### src/rtl/accum_arbiter.sv
// Round-robin scheduler that shares one accumulator among NREQ packet sources.
// Optional build macro ACC_SAT_EN: saturating add plus a res_sat_o result flag.
module accum_arbiter #(
  parameter int WIDTH = 16,
  parameter int NREQ  = 4,
  parameter int ID_W  = 2
) (
  input  logic                  clk,
  input  logic                  reset,
  input  logic [NREQ-1:0]       req_valid_i,
  input  logic [NREQ*WIDTH-1:0] req_data_i,
  input  logic [NREQ-1:0]       req_last_i,
  output logic [NREQ-1:0]       req_ready_o,
  output logic                  res_valid_o,
  output logic [WIDTH-1:0]      res_data_o,
  output logic [ID_W-1:0]       res_id_o,
`ifdef ACC_SAT_EN
  output logic                  res_sat_o,
`endif
  input  logic                  res_ready_i,
  output logic                  busy_o
);

  typedef enum logic [1:0] {IDLE, ACC, DONE} state_e;

  state_e           state_q;
  logic [WIDTH-1:0] acc_q;
  logic [ID_W-1:0]  ptr_q;
  logic [ID_W-1:0]  grant_q;
  logic [NREQ-1:0]  req_ready_q;
  logic             res_valid_q;
  logic [WIDTH-1:0] res_data_q;
  logic [ID_W-1:0]  res_id_q;

  logic [WIDTH-1:0] word;
  logic             beat;
  logic [WIDTH-1:0] acc_d;
  logic             add_sat;

  logic [NREQ-1:0]  rot;
  logic [ID_W-1:0]  win_off;
  logic [ID_W:0]    win_sum;
  logic [ID_W-1:0]  win_idx;
  logic [ID_W-1:0]  next_ptr;

  assign word = req_data_i[grant_q*WIDTH +: WIDTH];
  assign beat = req_valid_i[grant_q];

`ifdef ACC_SAT_EN
  logic             sat_q;
  logic             res_sat_q;
  logic [WIDTH:0]   sum;

  assign sum     = {1'b0, acc_q} + {1'b0, word};
  assign add_sat = sum[WIDTH];
  assign acc_d   = add_sat ? {WIDTH{1'b1}} : sum[WIDTH-1:0];
  assign res_sat_o = res_sat_q;
`else
  assign add_sat = 1'b0;
  assign acc_d   = acc_q + word;
`endif

  // Rotate the request vector so bit 0 is the requester at ptr; the lowest
  // set bit of the rotated vector is the round-robin winner's offset.
  assign rot = NREQ'({req_valid_i, req_valid_i} >> ptr_q);

  // NOTE: every variable written in always_comb gets a default first, so no
  // path through the block can leave it unassigned and infer a latch.
  always_comb begin
    win_off = '0;
    for (int k = NREQ - 1; k >= 0; k--) begin
      if (rot[k]) win_off = ID_W'(k);
    end
  end

  assign win_sum  = {1'b0, ptr_q} + {1'b0, win_off};
  assign win_idx  = (win_sum >= (ID_W+1)'(NREQ)) ? ID_W'(win_sum - (ID_W+1)'(NREQ))
                                                 : win_sum[ID_W-1:0];
  assign next_ptr = (grant_q == ID_W'(NREQ - 1)) ? '0 : grant_q + 1'b1;

  // NOTE: state registers use non-blocking assignments only, so every
  // register samples the pre-edge values of the others.
  always_ff @(posedge clk) begin
    if (reset) begin
      state_q     <= IDLE;
      acc_q       <= '0;
      ptr_q       <= '0;
      grant_q     <= '0;
      req_ready_q <= '0;
      res_valid_q <= 1'b0;
      res_data_q  <= '0;
      res_id_q    <= '0;
`ifdef ACC_SAT_EN
      sat_q       <= 1'b0;
      res_sat_q   <= 1'b0;
`endif
    end else begin
      case (state_q)
        IDLE: begin
          if (|req_valid_i) begin
            grant_q     <= win_idx;
            req_ready_q <= NREQ'(1) << win_idx;
`ifdef ACC_SAT_EN
            sat_q       <= 1'b0;
`endif
            state_q     <= ACC;
          end
        end
        ACC: begin
          // Bubbles (valid low) leave acc and state alone; req_last is ignored.
          if (beat) begin
            acc_q <= acc_d;
`ifdef ACC_SAT_EN
            sat_q <= sat_q | add_sat;
`endif
            if (req_last_i[grant_q]) begin
              req_ready_q <= '0;
              res_valid_q <= 1'b1;
              res_data_q  <= acc_d;
              res_id_q    <= grant_q;
`ifdef ACC_SAT_EN
              res_sat_q   <= sat_q | add_sat;
`endif
              state_q     <= DONE;
            end
          end
        end
        DONE: begin
          if (res_ready_i) begin
            res_valid_q <= 1'b0;
            acc_q       <= '0;
            ptr_q       <= next_ptr;
            state_q     <= IDLE;
          end
        end
        default: state_q <= IDLE;
      endcase
    end
  end

  assign req_ready_o = req_ready_q;
  assign res_valid_o = res_valid_q;
  assign res_data_o  = res_data_q;
  assign res_id_o    = res_id_q;
  assign busy_o      = (state_q != IDLE);

endmodule

### config.mk
export PLATFORM = sky130hd
export DESIGN_NAME = accum_arbiter
export DESIGN_NICKNAME = d
export VERILOG_FILES = /design/src/rtl/accum_arbiter.sv
export SDC_FILE = /design/constraint.sdc
export NUM_CORES = 1
export LEC_CHECK = 0
export CAP_MARGIN = 20
export CORE_ASPECT_RATIO = 1.1
export CORE_MARGIN = 5
export CORE_UTILIZATION = 48
export CTS_BUF_LIST = sky130_fd_sc_hd__clkbuf_8
export CTS_CLUSTER_DIAMETER = 200
export DETAILED_ROUTE_END_ITERATION = 10
export PLACE_DENSITY = 0.93
export REMOVE_ABC_BUFFERS = 1
export SYNTH_ARGS = -nofsm -noshare
export SYNTH_HDL_FRONTEND = slang
export SYNTH_SLANG_ARGS = --single-unit
export TNS_END_PERCENT = 30
### constraint.sdc
create_clock -name clk -period 5.12 [get_ports clk]
set_clock_uncertainty 0.2 [all_clocks]
set_input_delay 0.768 -clock clk [delete_from_list [all_inputs] [get_ports clk]]
set_output_delay 0.768 -clock clk [all_outputs]
set_load 0.01 [all_outputs]
Word-level counts from Yosys, hierarchy flattened
Cells that the tools add are included.

storage, ports and cells
  word-level logic and storage cells = 62
  input bits = 75
  output and inout bits = 24
  register bits = 45

operators by class
  $lt $le $gt $ge = 2
  equal/unequal tests = 7
  add/sub/neg operators = 4
  multiplexer cells = 26
  reductions and logical operators = 12
  shifts and indexed selects = 3

operators with widths
  kind                 count
  $shiftx 64x7->16     1
  $mux 16              2
  $pmux 16 s2          1
  $mux 2               10
  $add 16x16->16       1
  $mux 4               3
  $reduce_and 4->1     3
  $ne 2x2->1 const B   4
  $pmux 4 s2           1
  $shr 8x2->4          1
  $pmux 2 s3           1
  $reduce_and 3->1     2
  $reduce_bool 2->1    3
  $mux 1               5
  $bmux 1 s2           2
  $eq 2x2->1 const B   2
  $reduce_and 2->1     2
  $reduce_or 4->1      1
  $shl 1x2->4 const A  1
  $add 2x2->3          1
  $ge 3x3->1 const B   1
  $lt 2x3->1 const B   1
  $add 2x1->2 const B  1
  $eq 2x1->1 const B   1
  3 further kinds      3

Depth between registers and ports, before layout
Gate-level depths: netlist (run 1).

  depth after elaboration = 11
  mapped depth = 12
  gate-level depth less buffers = 10

Worst setup path after synthesis (run 1)
No wires, ideal clock.

  kind = reg-to-reg
  start point = reg grant_q[0]
  end point = reg acc_q[14]
  path slack = 1.546 ns
  arrival = 3.254 ns
  path buffers = 2
  period minus slack after synthesis = 3.574 ns
  library setup time = 0.120 ns
  stages on the path, launching flop included = 13
  required time = 4.800 ns
  cell sequence = dfxtp_1 > buf_6 > buf_2 > mux4_2 > ha_1 > fa_1 > a211oi_1 > o21bai_1 > o41a_2 > a31oi_4 > o21a_1 > or4_1 > nand3_1

between the ends
  word-level cells in the longest chain between the ends = 4
  elaborated cells on any way between the ends = 8
  those cells by class = add/sub (1); eq/ne (1); shift (1); mux (4); reduce/logical (1)

RTL lines
  item                                             RTL line  RTL
  start: declaration                               29        logic [ID_W-1:0] grant_q;
  start signal: assignment                         101       grant_q <= win_idx;
  $shiftx 64x7->16 or $bmux 1 s2 (tied branches)   46, 47
  $add 16x16->16 or $mux 1 (tied branches)         60, 47
  $mux 16 or $ne 2x2->1 (tied branches)            n/a
  $pmux 16 s2 or $reduce_and 3->1 (tied branches)  n/a
  end signal: assignment                           86        acc_q <= '0;
  end signal: assignment                           112       acc_q <= acc_d;
  end signal: assignment                           131       acc_q <= '0;
  end: declaration                                 27        logic [WIDTH-1:0] acc_q;

Parallel ways exist; a longest one is shown, timed or not. The select of a mux whose other input is x is not followed.
A chain may end at the register's enable or synchronous reset.

Worst setup path after layout (run 1)
  start point = in req_data_i[0]
  end point = reg acc_q[10]

between the ends
  word-level cells in the longest chain between the ends = 4

RTL lines
  item                RTL line  RTL
  start: declaration  11        input logic [NREQ*WIDTH-1:0] req_data_i,
  $shiftx 64x7->16    46        assign word = req_data_i[grant_q*WIDTH +: WIDTH];
  $add 16x16->16      60        assign acc_d = acc_q + word;
  $mux 16             111       if (beat) begin
  $pmux 16 s2         98        case (state_q)

No other way between the ends. The select of a mux whose other input is x is not followed.

==> results of run 1 <==
report_power, final:
part | leakage, nW | switching, mW | internal (mW)
Sequential | 0.367 | 0.0283 | 0.386
Combinational | 1.12 | 0.245 | 0.237
Clock | 0.0491 | 0.125 | 0.0929
critical path, stage by stage:
cell	delay [ps]
clkdlybuf4s50_1	450
mux4_2	480
ha_1	230
fa_1	430
a211oi_1	250
o21bai_1	130
o41a_2	450
a21boi_0	250
xnor2_1	170
nand2_1	90
a21oi_1	150
flip-flops by register name (all words and copies together), names as in the netlist:
name and count:
grant_q 2, req_ready_o 4, acc_q 16, res_id_o 2, res_data_o 16, state_q 2
res_valid_o 1, ptr_q 2
cell usage after synthesis (3+ instances only):
| library cell | n | share of area, % |
|---|---|---|
| a31oi_1 | 9 | 1.8 |
| nor2b_1 | 3 | 0.61 |
| ha_1 | 17 | 6.9 |
| nand2_1 | 42 | 5.2 |
| nor3b_1 | 3 | 0.74 |
| nand2b_1 | 3 | 0.61 |
| nand3_1 | 16 | 2.6 |
| mux4_2 | 18 | 13 |
| buf_2 | 8 | 1.3 |
| nand3b_1 | 3 | 0.74 |
| dfxtp_1 | 45 | 29 |
| o21ai_0 | 10 | 1.6 |
| xnor2_1 | 7 | 2.0 |
| a21o_1 | 3 | 0.74 |
| a21oi_1 | 41 | 6.7 |
| nor2_1 | 40 | 4.9 |
| a21boi_0 | 3 | 0.74 |
| xor2_1 | 6 | 1.7 |
| nor3_1 | 8 | 1.3 |
| clkbuf_1 | 7 | 0.86 |
| inv_1 | 4 | 0.49 |
| nand4b_1 | 3 | 0.86 |
| or4_1 | 4 | 0.98 |
| buf_6 | 4 | 1.5 |
| o211ai_1 | 3 | 0.74 |
worst max-delay path by stage:
stage,endpoint,depth (start not counted)
final,acc_q[10]$_SDFFE_PP0P_,11
after global routing,acc_q[10]$_SDFFE_PP0P_,11
after CTS,res_data_o[10]$_SDFFE_PP0P_,11
after detailed placement,res_data_o[10]$_SDFFE_PP0P_,11
after global placement,acc_q[10]$_SDFFE_PP0P_,11
after floorplan,acc_q[10]$_SDFFE_PP0P_,10
layout make-up:
cell class	instances	share of cell area (%)
sequential	45	21.9
tap	80	2.43
clock buffer	5	1.67
timing repair buffer	100	24.1
inverter	4	0.365
multi-input combinational	278	49.2
clock inverter	3	0.334
kinds of logic after synthesis:
| family | Yosys count |
|---|---|
| compound gates | 86 |
| xor+xnor | 13 |
| fa+ha+maj | 18 |
| flops | 45 |
| mux | 21 |
| simple gates | 140 |
| buf+inv | 25 |
through the flow:
step | power [mW] | setup slack, ps | utilization, % | cell area (sq um) | instances
2_1_floorplan | 0.730 | 1310 | - | 2940 | 327
3_3_place_gp | 0.879 | 1080 | 65.1 | 4030 | 507
3_5_place_dp | 0.904 | 988 | 65.1 | 4030 | 507
4_1_cts | 1.12 | 1290 | 66.4 | 4120 | 515
5_1_grt | 1.19 | 1150 | 66.4 | 4120 | 515
6_report | 1.11 | 1290 | 66.4 | 4120 | 515
metal layers:
layer / vias up / part of all wire, % / track usage (%)
met5: - / 0 / 0
met4: 0 / 2.1 / 6.86
met3: 19 / 6.6 / 3.95
met2: 119 / 52 / 39.5
met1: 1442 / 39 / 22.9
li1: 1453 / - / -
==> out/metrics.csv, run 1 <==
stage;metric;value;unit
status;status;completed;
timing;final period utilization;74.7;%
finish;area delta synth->final;34.5;%
global_routing;GRT Total Usage;20.8;%
drt;DRT iter0 DRCs;184;
floorplan;row count;30;
yosys;compound-cell area share of the yosys netlist;18.0;%
worst_setup_path;R2R cell count;10;
clock_network;Num CTS Buffers;5;
clock_network;CTS tree;done;
timing;final hold vios;0;
yosys;YS warnings;0;
hold_path;hold-critical path endpoint;res_data_o[11]$_SDFFE_PP0P_;
clock_network;Worst-Skew Late Latency;300;ps
place;DPL Wire Length;6350;um
drt;DRC viols;0;
drt;vias per cell;5.89;
finish;ant diodes;0;
timing;Max Fclk;261;MHz
worst_setup_path;crit path launch;req_data_i[0];
global_routing;largest net degree at the start of global routing;55;
worst_setup_path;CP Max Fanout;3;
hold_path;worst hold stages;2;
clock_network;clk buf depth;2;
hold_path;Hold WC Path Type;reg -> reg;
finish;Final nets;527;
hold_path;Hold Path Origin;res_data_o[11]$_SDFFE_PP0P_;
finish;commonest non-fill, non-tap cell in the layout;clkdlybuf4s50_1;
yosys;Syn Area/Cell;8.79;sq um
global_routing;GRT Residual Overflow;0;
drt;Initial DRT Pass Iterations;4;
yosys;Mapped Cells;348;
yosys;Post-Synth Adder-Cell Area;7.60;%
worst_setup_path;worst r2r src;grant_q[0]$_SDFFE_PP0P_;
global_routing;initial antenna violation count;0;
drt;Antenna Violating Nets Remaining;0;
drt;Routed WL;8180;um
run;Max Cap Violations;0;
worst_setup_path;terminus of the critical flop-to-flop path;res_data_o[15]$_SDFFE_PP0P_;
yosys;Post-Synth Simple-Gate Area;22.2;%
timing;Rel. slew slack;37.0;%
drt;routed len/inst;15.9;um
worst_setup_path;reg-to-reg slack, setup;1580;ps
finish;most frequent cells in the layout;97 x clkdlybuf4s50_1, 45 x dfxtp_1, 42 x nand2_1;
yosys;Post-synth EDFFs;0;
timing;WHS;256;ps
yosys;library cells used by synthesis;54;
clock_network;post-CTS sizing;0;
power;power density over cell area;271;mW/mm^2
global_routing;first-pass GRT wire length;13800;um
timing;total negative slack;0;ps
timing;Tmin final;3830;ps
worst_setup_path;Critical Path RT;5150;ps
yosys;number of synthesized register bits;45;
clock_network;Clock Pin Slew Worst Setup and Hold Paths;80;ps
timing;measured slew at the worst slew-check pin;945;ps
yosys;largest family of logic cells by synthesized area;simple AND/OR/NAND/NOR gates;
floorplan;die height;93.7;um
place;PortBufs;98;
worst_setup_path;Crit. End Element;flop;
clock_network;hold buffers post-CTS;0;
yosys;Most used DFF post-synth;dfxtp_1;
power;maximum vdd drop;0.172;mV
floorplan;core area;0.00619;sq mm
floorplan;Initial Util;49.4;%
clock_network;Root Driver;clkbuf_8;
worst_setup_path;crit path DAT;3850;ps
timing;final setup fails;0;
finish;Fillers;501;
worst_setup_path;critical path startpoint category;input pin;
finish;area of the multi-input gates;0.00203;sq mm
clock_network;H-tree Lvls;2;
floorplan;Die Span X;86.1;um
clock_network;CTS sink count;45;
yosys;Mapped Area;0.00306;sq mm
floorplan;die area;0.00807;sq mm
worst_setup_path;critical path type;in -> reg;
yosys;sequential fraction of the synthesis area;29.4;%
yosys;asr flop ratio synth;0;%
finish;Reg area;901;sq um
timing;fin. max-slew vios;0;
floorplan;total I/O pin count;99;
clock_network;post-CTS setup buffer count;0;
drt;total number of vias;3033;
timing;RSZ-0062 raised after global routing;false;
finish;share of layout cells above drive strength 1;9.43;%
place;GPL Wtd Cong;0.826;
global_routing;vias in the first global route;3120;
power;Leak;1.54;nW
yosys;Synth Area in XOR/XNOR;3.72;%
yosys;proportion of synthesized area in mux cells;14.6;%
Power figures use the tool's default switching activity.
==> run 2, diff against run 1 <==
==> constraint.sdc (replaced) <==
create_clock -name clk -period 4 [get_ports clk]
set_clock_uncertainty 0.2 [all_clocks]
set_input_delay 0.6 -clock clk [delete_from_list [all_inputs] [get_ports clk]]
set_output_delay 0.6 -clock clk [all_outputs]
set_load 0.01 [all_outputs]
==> run 2 against run 1 <==
Sequential share of layout area down 0.30 points; clock power up 65%; register-to-register slack got worse by 1100 ps; cell count increased by 0.58%; clock-buffer cell count rose by 1; power grew 36%; worst setup slack worse by 920 ps; critical path type unchanged; largest power group unchanged.
==> out/metrics.csv, run 2 (synthesis gave the netlist of run 1 again) <==
stage;metric;value;unit;change
drt;vias per cell;5.88;;was 5.89
worst_setup_path;crit path DAT;3610;ps;was 3850 ps
power;power density over cell area;363;mW/mm^2;was 271 mW/mm^2
finish;ant diodes;0;;unchanged
clock_network;clk buf depth;2;;unchanged
drt;total number of vias;3046;;was 3033
floorplan;Initial Util;49.4;%;unchanged
finish;area delta synth->final;36.3;%;was 34.5%
clock_network;Num CTS Buffers;5;;unchanged
worst_setup_path;Stages on worst setup path;11;;unchanged
timing;total negative slack;0;ps;unchanged
worst_setup_path;terminus of the critical flop-to-flop path;acc_q[14]$_SDFFE_PP0P_;;was res_data_o[15]$_SDFFE_PP0P_
worst_setup_path;CP max stage delay;480;ps;about the same
global_routing;vias in the first global route;2998;;was 3120
power;Leak;1.57;nW;was 1.54 nW
timing;Rel. slew slack;35.4;%;was 37.0%
floorplan;die height;93.7;um;unchanged
global_routing;initial antenna violation count;0;;unchanged
worst_setup_path;R2R cell count;10;;unchanged
global_routing;largest net degree at the start of global routing;55;;unchanged
worst_setup_path;crit path launch;req_data_i[0];;unchanged
timing;fin. max-slew vios;0;;unchanged
timing;final hold vios;0;;unchanged
finish;design area;0.00417;sq mm;was 0.00412 sq mm
finish;Reg area;901;sq um;unchanged
drt;routed len/inst;15.9;um;about the same
run;Max Cap Violations;0;;unchanged
finish;most frequent cells in the layout;97 x clkdlybuf4s50_1, 45 x dfxtp_1, 42 x nand2_1;;unchanged
floorplan;row count;30;;unchanged
floorplan;core area;0.00619;sq mm;unchanged
clock_network;post-CTS setup buffer count;0;;unchanged
finish;fin cells;518;;was 515
clock_network;hold buffers post-CTS;0;;unchanged
clock_network;Root Driver;clkbuf_8;;unchanged
power;Tot Pwr;1.51;mW;was 1.11 mW
place;placed cell areas;0.00406;sq mm;was 0.00403 sq mm
place;Placed Cells;510;;was 507
worst_setup_path;reg-to-reg slack, setup;500;ps;was 1580 ps
drt;DRC viols;0;;unchanged
worst_setup_path;Buf/Inv on CP;1;;unchanged
timing;WHS;261;ps;was 256 ps
worst_setup_path;Critical Path RT;3990;ps;was 5150 ps
timing;final worst slack;377;ps;was 1290 ps
floorplan;total I/O pin count;99;;unchanged
place;pre-CTS setup slack;93.5;ps;was 988 ps
place;PortBufs;98;;unchanged
worst_setup_path;Crit. End Element;flop;;unchanged
place;DPL Wire Length;6260;um;was 6350 um
worst_setup_path;worst r2r src;grant_q[0]$_SDFFE_PP0P_;;unchanged
global_routing;GRT Residual Overflow;0;;unchanged
timing;measured slew at the worst slew-check pin;969;ps;was 945 ps
worst_setup_path;Slowest cell on crit path;mux4_2;;unchanged
finish;share of layout cells above drive strength 1;10.0;%;was 9.43%
drt;Antenna Violating Nets Remaining;0;;unchanged
timing;final setup fails;0;;unchanged
finish;final core utilization;67.4;%;was 66.4%
worst_setup_path;cell family with most CP delay;compound AO/OA/AOI/OAI gates;;unchanged
floorplan;die area;0.00807;sq mm;unchanged
place;GPL Wtd Cong;0.846;;was 0.826
finish;area of the multi-input gates;0.00203;sq mm;unchanged
floorplan;Die Span X;86.1;um;unchanged
power;maximum vdd drop;0.211;mV;was 0.172 mV
timing;Max Fclk;276;MHz;
timing;final period utilization;90.6;%;
clock_network;H-tree Lvls;2;;unchanged
timing;Tmin final;3620;ps;
worst_setup_path;critical path type;in -> reg;;unchanged
status;status;completed;;unchanged
finish;Final nets;530;;was 527
clock_network;Clock Pin Slew Worst Setup and Hold Paths;80;ps;about the same
worst_setup_path;critical path startpoint category;input pin;;unchanged
hold_path;Hold WC Path Type;reg -> reg;;unchanged
worst_setup_path;CP Max Fanout;4;;was 3
finish;Fillers;494;;was 501
drt;Initial DRT Pass Iterations;5;;was 4
global_routing;GRT Total Usage;20.4;%;was 20.8%
timing;RSZ-0062 raised after global routing;false;;unchanged
finish;commonest non-fill, non-tap cell in the layout;clkdlybuf4s50_1;;unchanged
drt;Routed WL;8250;um;was 8180 um
clock_network;CTS sink count;45;;unchanged
clock_network;post-CTS sizing;0;;unchanged
clock_network;Worst-Skew Late Latency;300;ps;about the same
worst_setup_path;CP Cell Sequence;clkdlybuf4s50_1, mux4_2, ha_1, fa_1, a211oi_1, o21bai_1, o41a_2, a31oi_4, o21a_1, or4_1, nand3_1;;was clkdlybuf4s50_1, mux4_2, ha_1, fa_1, a211oi_1, o21bai_1, o41a_2, a21boi_0, xnor2_1, nand2_1, a21oi_1
global_routing;first-pass GRT wire length;13400;um;was 13800 um
clock_network;CTS tree;done;;unchanged
drt;DRT iter0 DRCs;151;;was 184
worst_setup_path;CP endpoint;acc_q[14]$_SDFFE_PP0P_;;was acc_q[10]$_SDFFE_PP0P_
[run 2: how the worst min path moves through the flow]
| stage | from | to | slack, ps | cells after the start |
|---|---|---|---|---|
| finish | res_id_o[1]$_SDFFE_PP0P_ | res_id_o[1]$_SDFFE_PP0P_ | 260 | 2 |
| global route | res_id_o[1]$_SDFFE_PP0P_ | res_id_o[1]$_SDFFE_PP0P_ | 290 | 2 |
| floorplan | acc_q[0]$_SDFFE_PP0P_ | acc_q[0]$_SDFFE_PP0P_ | 250 | 2 |
| detailed placement | req_ready_o[0]$_SDFFE_PP0P_ | req_ready_o[0]$_SDFFE_PP0P_ | 250 | 2 |
| CTS | res_data_o[12]$_SDFFE_PP0P_ | res_data_o[12]$_SDFFE_PP0P_ | 270 | 2 |
| global placement | res_data_o[11]$_SDFFE_PP0P_ | res_data_o[11]$_SDFFE_PP0P_ | 240 | 2 |
[run 2: tightest hold or removal path: stages, from the launching register on]
cell and delay [ps]:
dfxtp_1 310, nand2_1 50, a21oi_1 50
[run 2: final cells by class]
type                            instances  area share [%]
Multi-Input combinational cell        278            48.6
Timing Repair Buffer                  103            24.3
Sequential cell                        45            21.6
Tap cell                               80            2.40
Clock buffer                            6            1.98
Clock inverter                          2           0.810
Inverter                                4           0.360
[run 2: where the power goes]
group	leakage, nW	total (mW)	switching (mW)	internal (mW)
Combinational	1.14	0.628	0.320	0.308
Sequential	0.367	0.527	0.0321	0.495
Clock	0.0626	0.359	0.158	0.201
Total	1.57	1.51	0.510	1.00
[run 2: layer usage]
layer | share of wire (%) | vias up | track usage (%)
met5 | 0 | - | 0
met3 | 7.4 | 15 | 4.56
met4 | 1.5 | 0 | 5.67
li1 | - | 1455 | -
met2 | 52 | 122 | 37.8
met1 | 39 | 1454 | 23.1
==> run 3, diff against run 2 <==
--- a/config.mk
+++ b/config.mk
@@ -12,6 +12,7 @@
 export CTS_BUF_LIST = sky130_fd_sc_hd__clkbuf_8
 export CTS_CLUSTER_DIAMETER = 200
 export DETAILED_ROUTE_END_ITERATION = 10
+export HOLD_SLACK_MARGIN = 0.1
 export PLACE_DENSITY = 0.93
 export REMOVE_ABC_BUFFERS = 1
 export SYNTH_ARGS = -nofsm -noshare
==> results of run 3 <==
The final DEF is identical to that of run 2; final timing and power are the same.
